[src/rtl/qoa_pkg.sv]
// Shared constants, error codes and FSM state type for the QOA stream sequencer.
package qoa_pkg;

  localparam int unsigned SLICE_LEN         = 20;
  localparam int unsigned MAX_FRAME_SAMPLES = 5120;

  localparam logic [31:0] QOA_MAGIC = 32'h716F6166;  // "qoaf"

  localparam logic [1:0] ERR_MAGIC = 2'd1;
  localparam logic [1:0] ERR_CHAN  = 2'd2;
  localparam logic [1:0] ERR_COUNT = 2'd3;

  typedef enum logic [2:0] {
    StFileHdr   = 3'd0,
    StFrameHdr  = 3'd1,
    StLmsHist   = 3'd2,
    StLmsWeight = 3'd3,
    StSlice     = 3'd4,
    StDone      = 3'd5,
    StError     = 3'd6
  } qoa_state_e;

  // Expected file-header magic byte at position idx (0..3), first byte first.
  function automatic logic [7:0] magic_byte(input logic [1:0] idx);
    unique case (idx)
      2'd0:    return QOA_MAGIC[31:24];
      2'd1:    return QOA_MAGIC[23:16];
      2'd2:    return QOA_MAGIC[15:8];
      default: return QOA_MAGIC[7:0];
    endcase
  endfunction

endpackage

[src/rtl/qoa_stream_sequencer_if.sv]
// Byte-in / command-out bundle of the QOA stream sequencer.
// master drives bytes and observes commands; slave is the sequencer.
interface qoa_stream_sequencer_if;
  logic        byte_valid;
  logic [7:0]  byte_data;
  logic        lms_we;
  logic        lms_sel;
  logic [1:0]  lms_idx;
  logic [15:0] lms_word;
  logic        slice_valid;
  logic [63:0] slice_word;
  logic [4:0]  slice_samples;
  logic        frame_start;
  logic        frame_end;
  logic [23:0] samplerate;
  logic [15:0] frame_samples;
  logic [2:0]  state_o;
  logic        error;
  logic [1:0]  err_code;
  logic        done;

  modport master (
    output byte_valid, byte_data,
    input  lms_we, lms_sel, lms_idx, lms_word, slice_valid, slice_word, slice_samples,
    input  frame_start, frame_end, samplerate, frame_samples, state_o, error, err_code, done
  );

  modport slave (
    input  byte_valid, byte_data,
    output lms_we, lms_sel, lms_idx, lms_word, slice_valid, slice_word, slice_samples,
    output frame_start, frame_end, samplerate, frame_samples, state_o, error, err_code, done
  );
endinterface

[src/rtl/qoa_field_assembler.sv]
// Collects bytes into 8-byte fields. The 16/64-bit views include the byte
// currently on the bus, so the FSM can register a result on the completing byte.
module qoa_field_assembler (
  input  logic        sclk,
  input  logic        rst_n,
  input  logic        i_byte_valid,
  input  logic [7:0]  i_byte_data,
  output logic        o_field_done,
  output logic [2:0]  o_byte_idx,
  output logic [15:0] o_word16,
  output logic [63:0] o_word64
);

  // Only the seven earlier bytes need storage; the eighth comes from the bus.
  logic [55:0] r_shift;
  logic [2:0]  r_cnt;

  // Shift in each consumed byte and advance the field position (wraps 7 -> 0).
  always_ff @(posedge sclk) begin
    if (!rst_n) begin
      r_shift <= '0;
      r_cnt   <= '0;
    end else if (i_byte_valid) begin
      r_shift <= {r_shift[47:0], i_byte_data};
      r_cnt   <= r_cnt + 3'd1;
    end
  end

  assign o_byte_idx   = r_cnt;
  assign o_field_done = i_byte_valid && (r_cnt == 3'd7);
  assign o_word16     = {r_shift[7:0], i_byte_data};
  assign o_word64     = {r_shift, i_byte_data};

endmodule

[src/rtl/qoa_stream_sequencer.sv]
// QOA byte-stream parser: validates headers, issues LMS and slice commands,
// and tracks frame/file sample budgets to flag frame and file boundaries.
module qoa_stream_sequencer
  import qoa_pkg::*;
(
  input logic             sclk,
  input logic             rst_n,
  qoa_stream_sequencer_if.slave bus
);

  qoa_state_e  r_state;
  logic        r_lms_we, r_lms_sel, r_slice_valid, r_frame_start, r_frame_end;
  logic [1:0]  r_lms_idx, r_err_code;
  logic [15:0] r_lms_word, r_frame_samples, r_frame_remaining;
  logic [63:0] r_slice_word;
  logic [4:0]  r_slice_samples;
  logic [23:0] r_samplerate;
  logic [31:0] r_file_remaining;
  logic        r_streaming, r_error, r_done;

  logic        w_consume, w_field_done, w_count_bad, w_last_slice;
  logic [2:0]  w_idx;
  logic [15:0] w_word16, w_fs;
  logic [63:0] w_word64;
  logic [4:0]  w_slice_n;
  logic [31:0] w_file_next;

  // Bytes are ignored once the stream has finished or failed.
  assign w_consume = bus.byte_valid && (r_state != StDone) && (r_state != StError);

  qoa_field_assembler u_asm (
    .sclk         (sclk),
    .rst_n        (rst_n),
    .i_byte_valid (w_consume),
    .i_byte_data  (bus.byte_data),
    .o_field_done (w_field_done),
    .o_byte_idx   (w_idx),
    .o_word16     (w_word16),
    .o_word64     (w_word64)
  );

  // Sample-count arithmetic for the header check and the current slice.
  always_comb begin
    w_fs         = w_word64[31:16];
    w_count_bad  = (w_fs == 16'd0) || (w_fs > 16'(MAX_FRAME_SAMPLES)) ||
                   (!r_streaming && ({16'd0, w_fs} > r_file_remaining));
    w_last_slice = (r_frame_remaining <= 16'(SLICE_LEN));
    w_slice_n    = w_last_slice ? r_frame_remaining[4:0] : 5'(SLICE_LEN);
    w_file_next  = r_file_remaining - {27'd0, w_slice_n};
  end

  // Sequencer FSM with registered command pulses and status.
  always_ff @(posedge sclk) begin
    if (!rst_n) begin
      r_state           <= StFileHdr;
      r_lms_we          <= 1'b0;
      r_lms_sel         <= 1'b0;
      r_lms_idx         <= '0;
      r_lms_word        <= '0;
      r_slice_valid     <= 1'b0;
      r_slice_word      <= '0;
      r_slice_samples   <= '0;
      r_frame_start     <= 1'b0;
      r_frame_end       <= 1'b0;
      r_samplerate      <= '0;
      r_frame_samples   <= '0;
      r_frame_remaining <= '0;
      r_file_remaining  <= '0;
      r_streaming       <= 1'b0;
      r_error           <= 1'b0;
      r_err_code        <= '0;
      r_done            <= 1'b0;
    end else begin
      r_lms_we      <= 1'b0;
      r_slice_valid <= 1'b0;
      r_frame_start <= 1'b0;
      r_frame_end   <= 1'b0;
      if (w_consume) begin
        unique case (r_state)
          StFileHdr: begin
            if (!w_idx[2] && (bus.byte_data != magic_byte(w_idx[1:0]))) begin
              r_state    <= StError;
              r_error    <= 1'b1;
              r_err_code <= ERR_MAGIC;
            end else if (w_field_done) begin
              r_file_remaining <= w_word64[31:0];
              r_streaming      <= (w_word64[31:0] == 32'd0);
              r_state          <= StFrameHdr;
            end
          end
          StFrameHdr: begin
            if ((w_idx == 3'd0) && (bus.byte_data != 8'd1)) begin
              r_state    <= StError;
              r_error    <= 1'b1;
              r_err_code <= ERR_CHAN;
            end else if (w_field_done) begin
              if (w_count_bad) begin
                r_state    <= StError;
                r_error    <= 1'b1;
                r_err_code <= ERR_COUNT;
              end else begin
                r_frame_start     <= 1'b1;
                r_samplerate      <= w_word64[55:32];
                r_frame_samples   <= w_fs;
                r_frame_remaining <= w_fs;
                r_state           <= StLmsHist;
              end
            end
          end
          StLmsHist, StLmsWeight: begin
            // Every second byte completes one big-endian 16-bit word.
            if (w_idx[0]) begin
              r_lms_we   <= 1'b1;
              r_lms_sel  <= (r_state == StLmsWeight);
              r_lms_idx  <= w_idx[2:1];
              r_lms_word <= w_word16;
            end
            if (w_field_done) r_state <= (r_state == StLmsHist) ? StLmsWeight : StSlice;
          end
          StSlice: begin
            if (w_field_done) begin
              r_slice_valid     <= 1'b1;
              r_slice_word      <= w_word64;
              r_slice_samples   <= w_slice_n;
              r_frame_remaining <= r_frame_remaining - {11'd0, w_slice_n};
              if (!r_streaming) r_file_remaining <= w_file_next;
              if (w_last_slice) begin
                r_frame_end <= 1'b1;
                if (!r_streaming && (w_file_next == 32'd0)) begin
                  r_state <= StDone;
                  r_done  <= 1'b1;
                end else begin
                  r_state <= StFrameHdr;
                end
              end
            end
          end
          default: ;
        endcase
      end
    end
  end

  assign bus.lms_we        = r_lms_we;
  assign bus.lms_sel       = r_lms_sel;
  assign bus.lms_idx       = r_lms_idx;
  assign bus.lms_word      = r_lms_word;
  assign bus.slice_valid   = r_slice_valid;
  assign bus.slice_word    = r_slice_word;
  assign bus.slice_samples = r_slice_samples;
  assign bus.frame_start   = r_frame_start;
  assign bus.frame_end     = r_frame_end;
  assign bus.samplerate    = r_samplerate;
  assign bus.frame_samples = r_frame_samples;
  assign bus.state_o       = r_state;
  assign bus.error         = r_error;
  assign bus.err_code      = r_err_code;
  assign bus.done          = r_done;

endmodule

[src/flat_wrapper.sv]
// flat-port wrapper written by rule: the top's interface ports become plain ports
module qoa_stream_sequencer_flat import qoa_pkg::*;
  (sclk, rst_n, bus_byte_valid, bus_byte_data, bus_lms_we, bus_lms_sel, bus_lms_idx, bus_lms_word, bus_slice_valid, bus_slice_word, bus_slice_samples, bus_frame_start, bus_frame_end, bus_samplerate, bus_frame_samples, bus_state_o, bus_error, bus_err_code, bus_done);
  qoa_stream_sequencer_if bus_i ();
  input logic sclk;
  input logic rst_n;
  input wire logic [$bits(bus_i.byte_valid)-1:0] bus_byte_valid;
  input wire logic [$bits(bus_i.byte_data)-1:0] bus_byte_data;
  output wire logic [$bits(bus_i.lms_we)-1:0] bus_lms_we;
  output wire logic [$bits(bus_i.lms_sel)-1:0] bus_lms_sel;
  output wire logic [$bits(bus_i.lms_idx)-1:0] bus_lms_idx;
  output wire logic [$bits(bus_i.lms_word)-1:0] bus_lms_word;
  output wire logic [$bits(bus_i.slice_valid)-1:0] bus_slice_valid;
  output wire logic [$bits(bus_i.slice_word)-1:0] bus_slice_word;
  output wire logic [$bits(bus_i.slice_samples)-1:0] bus_slice_samples;
  output wire logic [$bits(bus_i.frame_start)-1:0] bus_frame_start;
  output wire logic [$bits(bus_i.frame_end)-1:0] bus_frame_end;
  output wire logic [$bits(bus_i.samplerate)-1:0] bus_samplerate;
  output wire logic [$bits(bus_i.frame_samples)-1:0] bus_frame_samples;
  output wire logic [$bits(bus_i.state_o)-1:0] bus_state_o;
  output wire logic [$bits(bus_i.error)-1:0] bus_error;
  output wire logic [$bits(bus_i.err_code)-1:0] bus_err_code;
  output wire logic [$bits(bus_i.done)-1:0] bus_done;
  assign bus_i.byte_valid = bus_byte_valid;
  assign bus_i.byte_data = bus_byte_data;
  assign bus_lms_we = bus_i.lms_we;
  assign bus_lms_sel = bus_i.lms_sel;
  assign bus_lms_idx = bus_i.lms_idx;
  assign bus_lms_word = bus_i.lms_word;
  assign bus_slice_valid = bus_i.slice_valid;
  assign bus_slice_word = bus_i.slice_word;
  assign bus_slice_samples = bus_i.slice_samples;
  assign bus_frame_start = bus_i.frame_start;
  assign bus_frame_end = bus_i.frame_end;
  assign bus_samplerate = bus_i.samplerate;
  assign bus_frame_samples = bus_i.frame_samples;
  assign bus_state_o = bus_i.state_o;
  assign bus_error = bus_i.error;
  assign bus_err_code = bus_i.err_code;
  assign bus_done = bus_i.done;
  qoa_stream_sequencer u_core (.sclk(sclk), .rst_n(rst_n), .bus(bus_i));
endmodule
[config.mk]
export PLATFORM = sky130hd
export DESIGN_NAME = qoa_stream_sequencer_flat
export DESIGN_NICKNAME = d
export VERILOG_FILES = /design/src/rtl/qoa_pkg.sv /design/src/rtl/qoa_stream_sequencer_if.sv /design/src/rtl/qoa_field_assembler.sv /design/src/rtl/qoa_stream_sequencer.sv /design/src/flat_wrapper.sv
export SDC_FILE = /design/constraint.sdc
export NUM_CORES = 1
export LEC_CHECK = 0
export ABC_CLOCK_PERIOD_IN_PS = 4510
export BUFFER_PORTS_ARGS = -buffer_cell sky130_fd_sc_hd__buf_2
export CAP_MARGIN = 20
export CORE_MARGIN = 2
export CORE_UTILIZATION = 30
export DETAILED_ROUTE_END_ITERATION = 8
export GPL_TIMING_DRIVEN = 0
export REMOVE_ABC_BUFFERS = 1
export SETUP_SLACK_MARGIN = 0.3
export SYNTH_ARGS = -nofsm -noshare
export SYNTH_HDL_FRONTEND = slang
export SYNTH_HIERARCHICAL = 1
export SYNTH_SLANG_ARGS = --single-unit
[constraint.sdc]
create_clock -name sclk -period 4.51 [get_ports sclk]
set_input_delay 0.451 -clock sclk [delete_from_list [all_inputs] [get_ports sclk]]
set_output_delay 0.451 -clock sclk [all_outputs]
set_load 0.03 [all_outputs]
==> results.cfg <==
[power]
ir_drop_mv = 0.299
p_per_area_nw_per_um2 = 418
p_leak_nw = 5.40

[placement]
gp_congestion = 0.925
hpwl_um = 23100
portBuffers = 149

[detailed_routing]
drcViolationCount = 0
antenna_left = 0
first_pass_iters = 5
vias_per_cell = 5.09
postRouteWirelength_um = 34300
wl_per_cell_um = 17.3
drtIter0Drc = 601
num_vias = 10100

[grt]
grt-busiest-layer = met2
grt_use_total = 0.170
grt_max_degree = 111
grt_pass1_vias = 9493
grt_pass1_wl_um = 53700
gr-total-overflow = 0
antenna_found_initial = 0
grt_use_met2 = 0.287
grt_util_met1 = 0.225
grtUsageMet3 = 0.0262

[synth]
ys_ff_latch = 247
syn_inst = 1364
synth-edff-count = 0
synthTopCellsByArea = dfxtp_1 (43%), mux2i_1 (8.9%), nand2_1 (8.0%)
synth_seq_area_share = 0.431
synth.avg_cell_area_sq_um = 8.41
synth_top_area_cell = dfxtp_1
yosysTopAreaCellShare = 0.431
yosys_warnings = 6
async_flop_share = 0
synthesis.area_sq_um = 11500
synth.distinct_cells = 73
synth_ff_type = dfxtp_1

[sta]
fin_skew_ns = 0.0170
fmax_mhz = 248
worst_pin_slew_ns = 0.896
setup_viol_count_final = 0
period_minus_slack_ns = 4.02
hold_violations = 0
fin_crit_sh = 0.892
setup_tns_ns = 0
rsz0062_at_grt = yes
slew_violations = 0
slew_headroom = 0.401

[clock_network]
cts_tree = yes
cts.clk_slew.worst_paths_ns = 0.06
cts.path.max_buffers = 3
clock_sinks = 247
cts_buffers = 30
root_buffer = clkbuf_16
clock_latency_ns = 0.57
cts-htree-levels = 1

[layout]
drive_gt1_frac = 0.171
post-route-util = 0.365
final_nets = 1485
antenna_cells = 0
syn_to_final_growth_pct = 19.9

[worst_hold_path]
hold_path_class = primary input to flip-flop

[job]
drv_cap = 0

[critical_path]
cp.required_ns = 5.01
crit_arrival_ns = 4.52
path_cells = or4_1 -> nor4_4 -> buf_4 -> and2_1 -> nand2_1 -> ha_1 -> nor2_1 -> a211oi_4 -> nor4_1 -> o32a_1 -> nor4_1 -> nand4_1 -> buf_4 -> o21ai_0
reg2reg_slack_ns = 0.49
path_max_fanout = 9
slowest_delay_ns = 0.62
worstSetupStartpointType = flip-flop
crit_slowest_cell = or4_1
cp-end-kind = flip-flop
critPathKind = flip-flop to flip-flop

[die]
rows = 71
ios = 150
core_sq_um = 37700
die_x_um = 200
initial_core_util = 0.305
fp.dieArea_sq_um = 39800
die_height_um = 200

[outcome]
status = finished clean
-- power breakdown --
group / internal, mW / switching, mW
registers: 2.23 / 0.116
logic: 0.333 / 0.593
clock network: 1.49 / 0.990
total: 4.06 / 1.70
-- final cells by class --
type | count | area (sq um)
fill | 3955 | 23900
clock buffer | 40 | 848
tap | 511 | 639
inverter | 35 | 136
sequential | 247 | 4950
timing repair buffer | 168 | 1100
multi-input combinational | 967 | 5910
clock inverter | 14 | 173
-- registers in the layout (all words and copies together) (netlist names), 5 cells and up --
| signal | cells |
|---|---|
| u_core/bus.samplerate | 24 |
| u_core/bus.slice_word | 64 |
| u_core/r_file_remaining | 32 |
| u_core/bus.frame_samples | 16 |
| u_core/u_asm/r_shift | 56 |
| u_core/r_frame_remaining | 16 |
| u_core/bus.lms_word | 16 |
| u_core/bus.slice_samples | 5 |
-- critical path, delay by kind of cell, from the launching register on --
kind / cells / cell delay [ns]
adders and majority gates: 1 / 0.40
buffers and inverters: 2 / 0.37
and+or+nand+nor: 8 / 1.89
AOI/OAI and AO/OA: 3 / 0.92
DFF: 1 / 0.35
-- layer usage --
layer / share of wire / vias up
met2: 0.47 / 290
li1: - / 4911
met1: 0.45 / 4843
met5: 0 / -
met4: 0.021 / 0
met3: 0.054 / 50
-- cell usage in the layout (no fill, tap or decap), types with 12 or more instances in the layout --
master     instances
nor2b_1           61
nor4_1            18
ha_1              24
nand3_1           18
a31oi_1           12
o21ai_0           45
dfxtp_1          246
buf_2            148
nor3_1            18
nand2_1          242
nor2_1           100
clkbuf_16         30
inv_1             34
mux2i_1          102
a21oi_1          135
a211oi_1          15
-- stage by stage --
step | power [mW] | instances | cell area (sq um) | setup slack (ns) | hold slack, ns
6_report | 5.76 | 1982 | 13800 | 0.485 | 0.205
5_1_grt | 6.01 | 1982 | 13800 | 0.243 | 0.206
4_1_cts | 5.83 | 1979 | 13700 | 0.285 | 0.174
3_5_place_dp | 3.31 | 1925 | 12600 | -0.644 | 0.416
3_3_place_gp | 3.27 | 1909 | 12200 | -13.03 | 0.420
2_1_floorplan | 2.99 | 1249 | 10900 | -6.65 | 0.431
-- logic make-up after synthesis --
| logic type | Yosys count | share of synthesized area |
|---|---|---|
| AOI/OAI and AO/OA | 302 | 0.166 |
| muxes | 102 | 0.0890 |
| other | 1 | 0.000327 |
| buffers and inverters | 150 | 0.0652 |
| and+or+nand+nor | 526 | 0.213 |
| adders and majority gates | 25 | 0.0279 |
| DFF | 247 | 0.431 |
| xor gates and xnor gates | 11 | 0.00839 |
-- timing repair --
action,in CTS,in global routing
resized for setup,11,4
endpoints found under the setup margin,35,29
buffers inserted,0,2
hold buffers,0,0
pin swaps,0,2
-- synth_stat cells, types with 3 or more instances --
cell type  number
a211oi_1       19
a21o_1          4
a21oi_1       136
a221oi_1        3
a22oi_1         6
a31oi_1        12
and2_1          3
and3_1          6
and4_1          4
buf_2          12
buf_4          24
buf_8           5
clkbuf_1       72
dfxtp_1       247
ha_1           24
inv_1          34
mux2i_1       102
nand2_1       244
nand2b_1        4
nand3_1        18
nand4_1         8
nor2_1        103
nor2b_1        61
nor3_1         18
nor3b_1         4
nor4_1         20
nor4b_1         3
o2111ai_1       3
o211a_1         5
o211ai_1        8
o21a_1          5
o21ai_0        45
o221a_2         7
o22ai_1         9
o31ai_1         6
o32ai_1         4
o41ai_1         6
or2_2           3
or3_1           7
or4_1          10
xnor2_1         5
xor2_1          6
-- path summary, 6_finish.rpt --
check | from | end | cells past startpoint
max | u_core/r_frame_remaining[11] | u_core/bus.done | 14
min | bus_byte_data[3] | u_core/bus.slice_word[3] | 3
max reg2reg | u_core/r_frame_remaining[11] | u_core/bus.done | 14
min reg2reg | u_core/bus.frame_samples[15] | u_core/bus.frame_samples[15] | 2
Note: power is estimated with default switching activity, not from simulation.
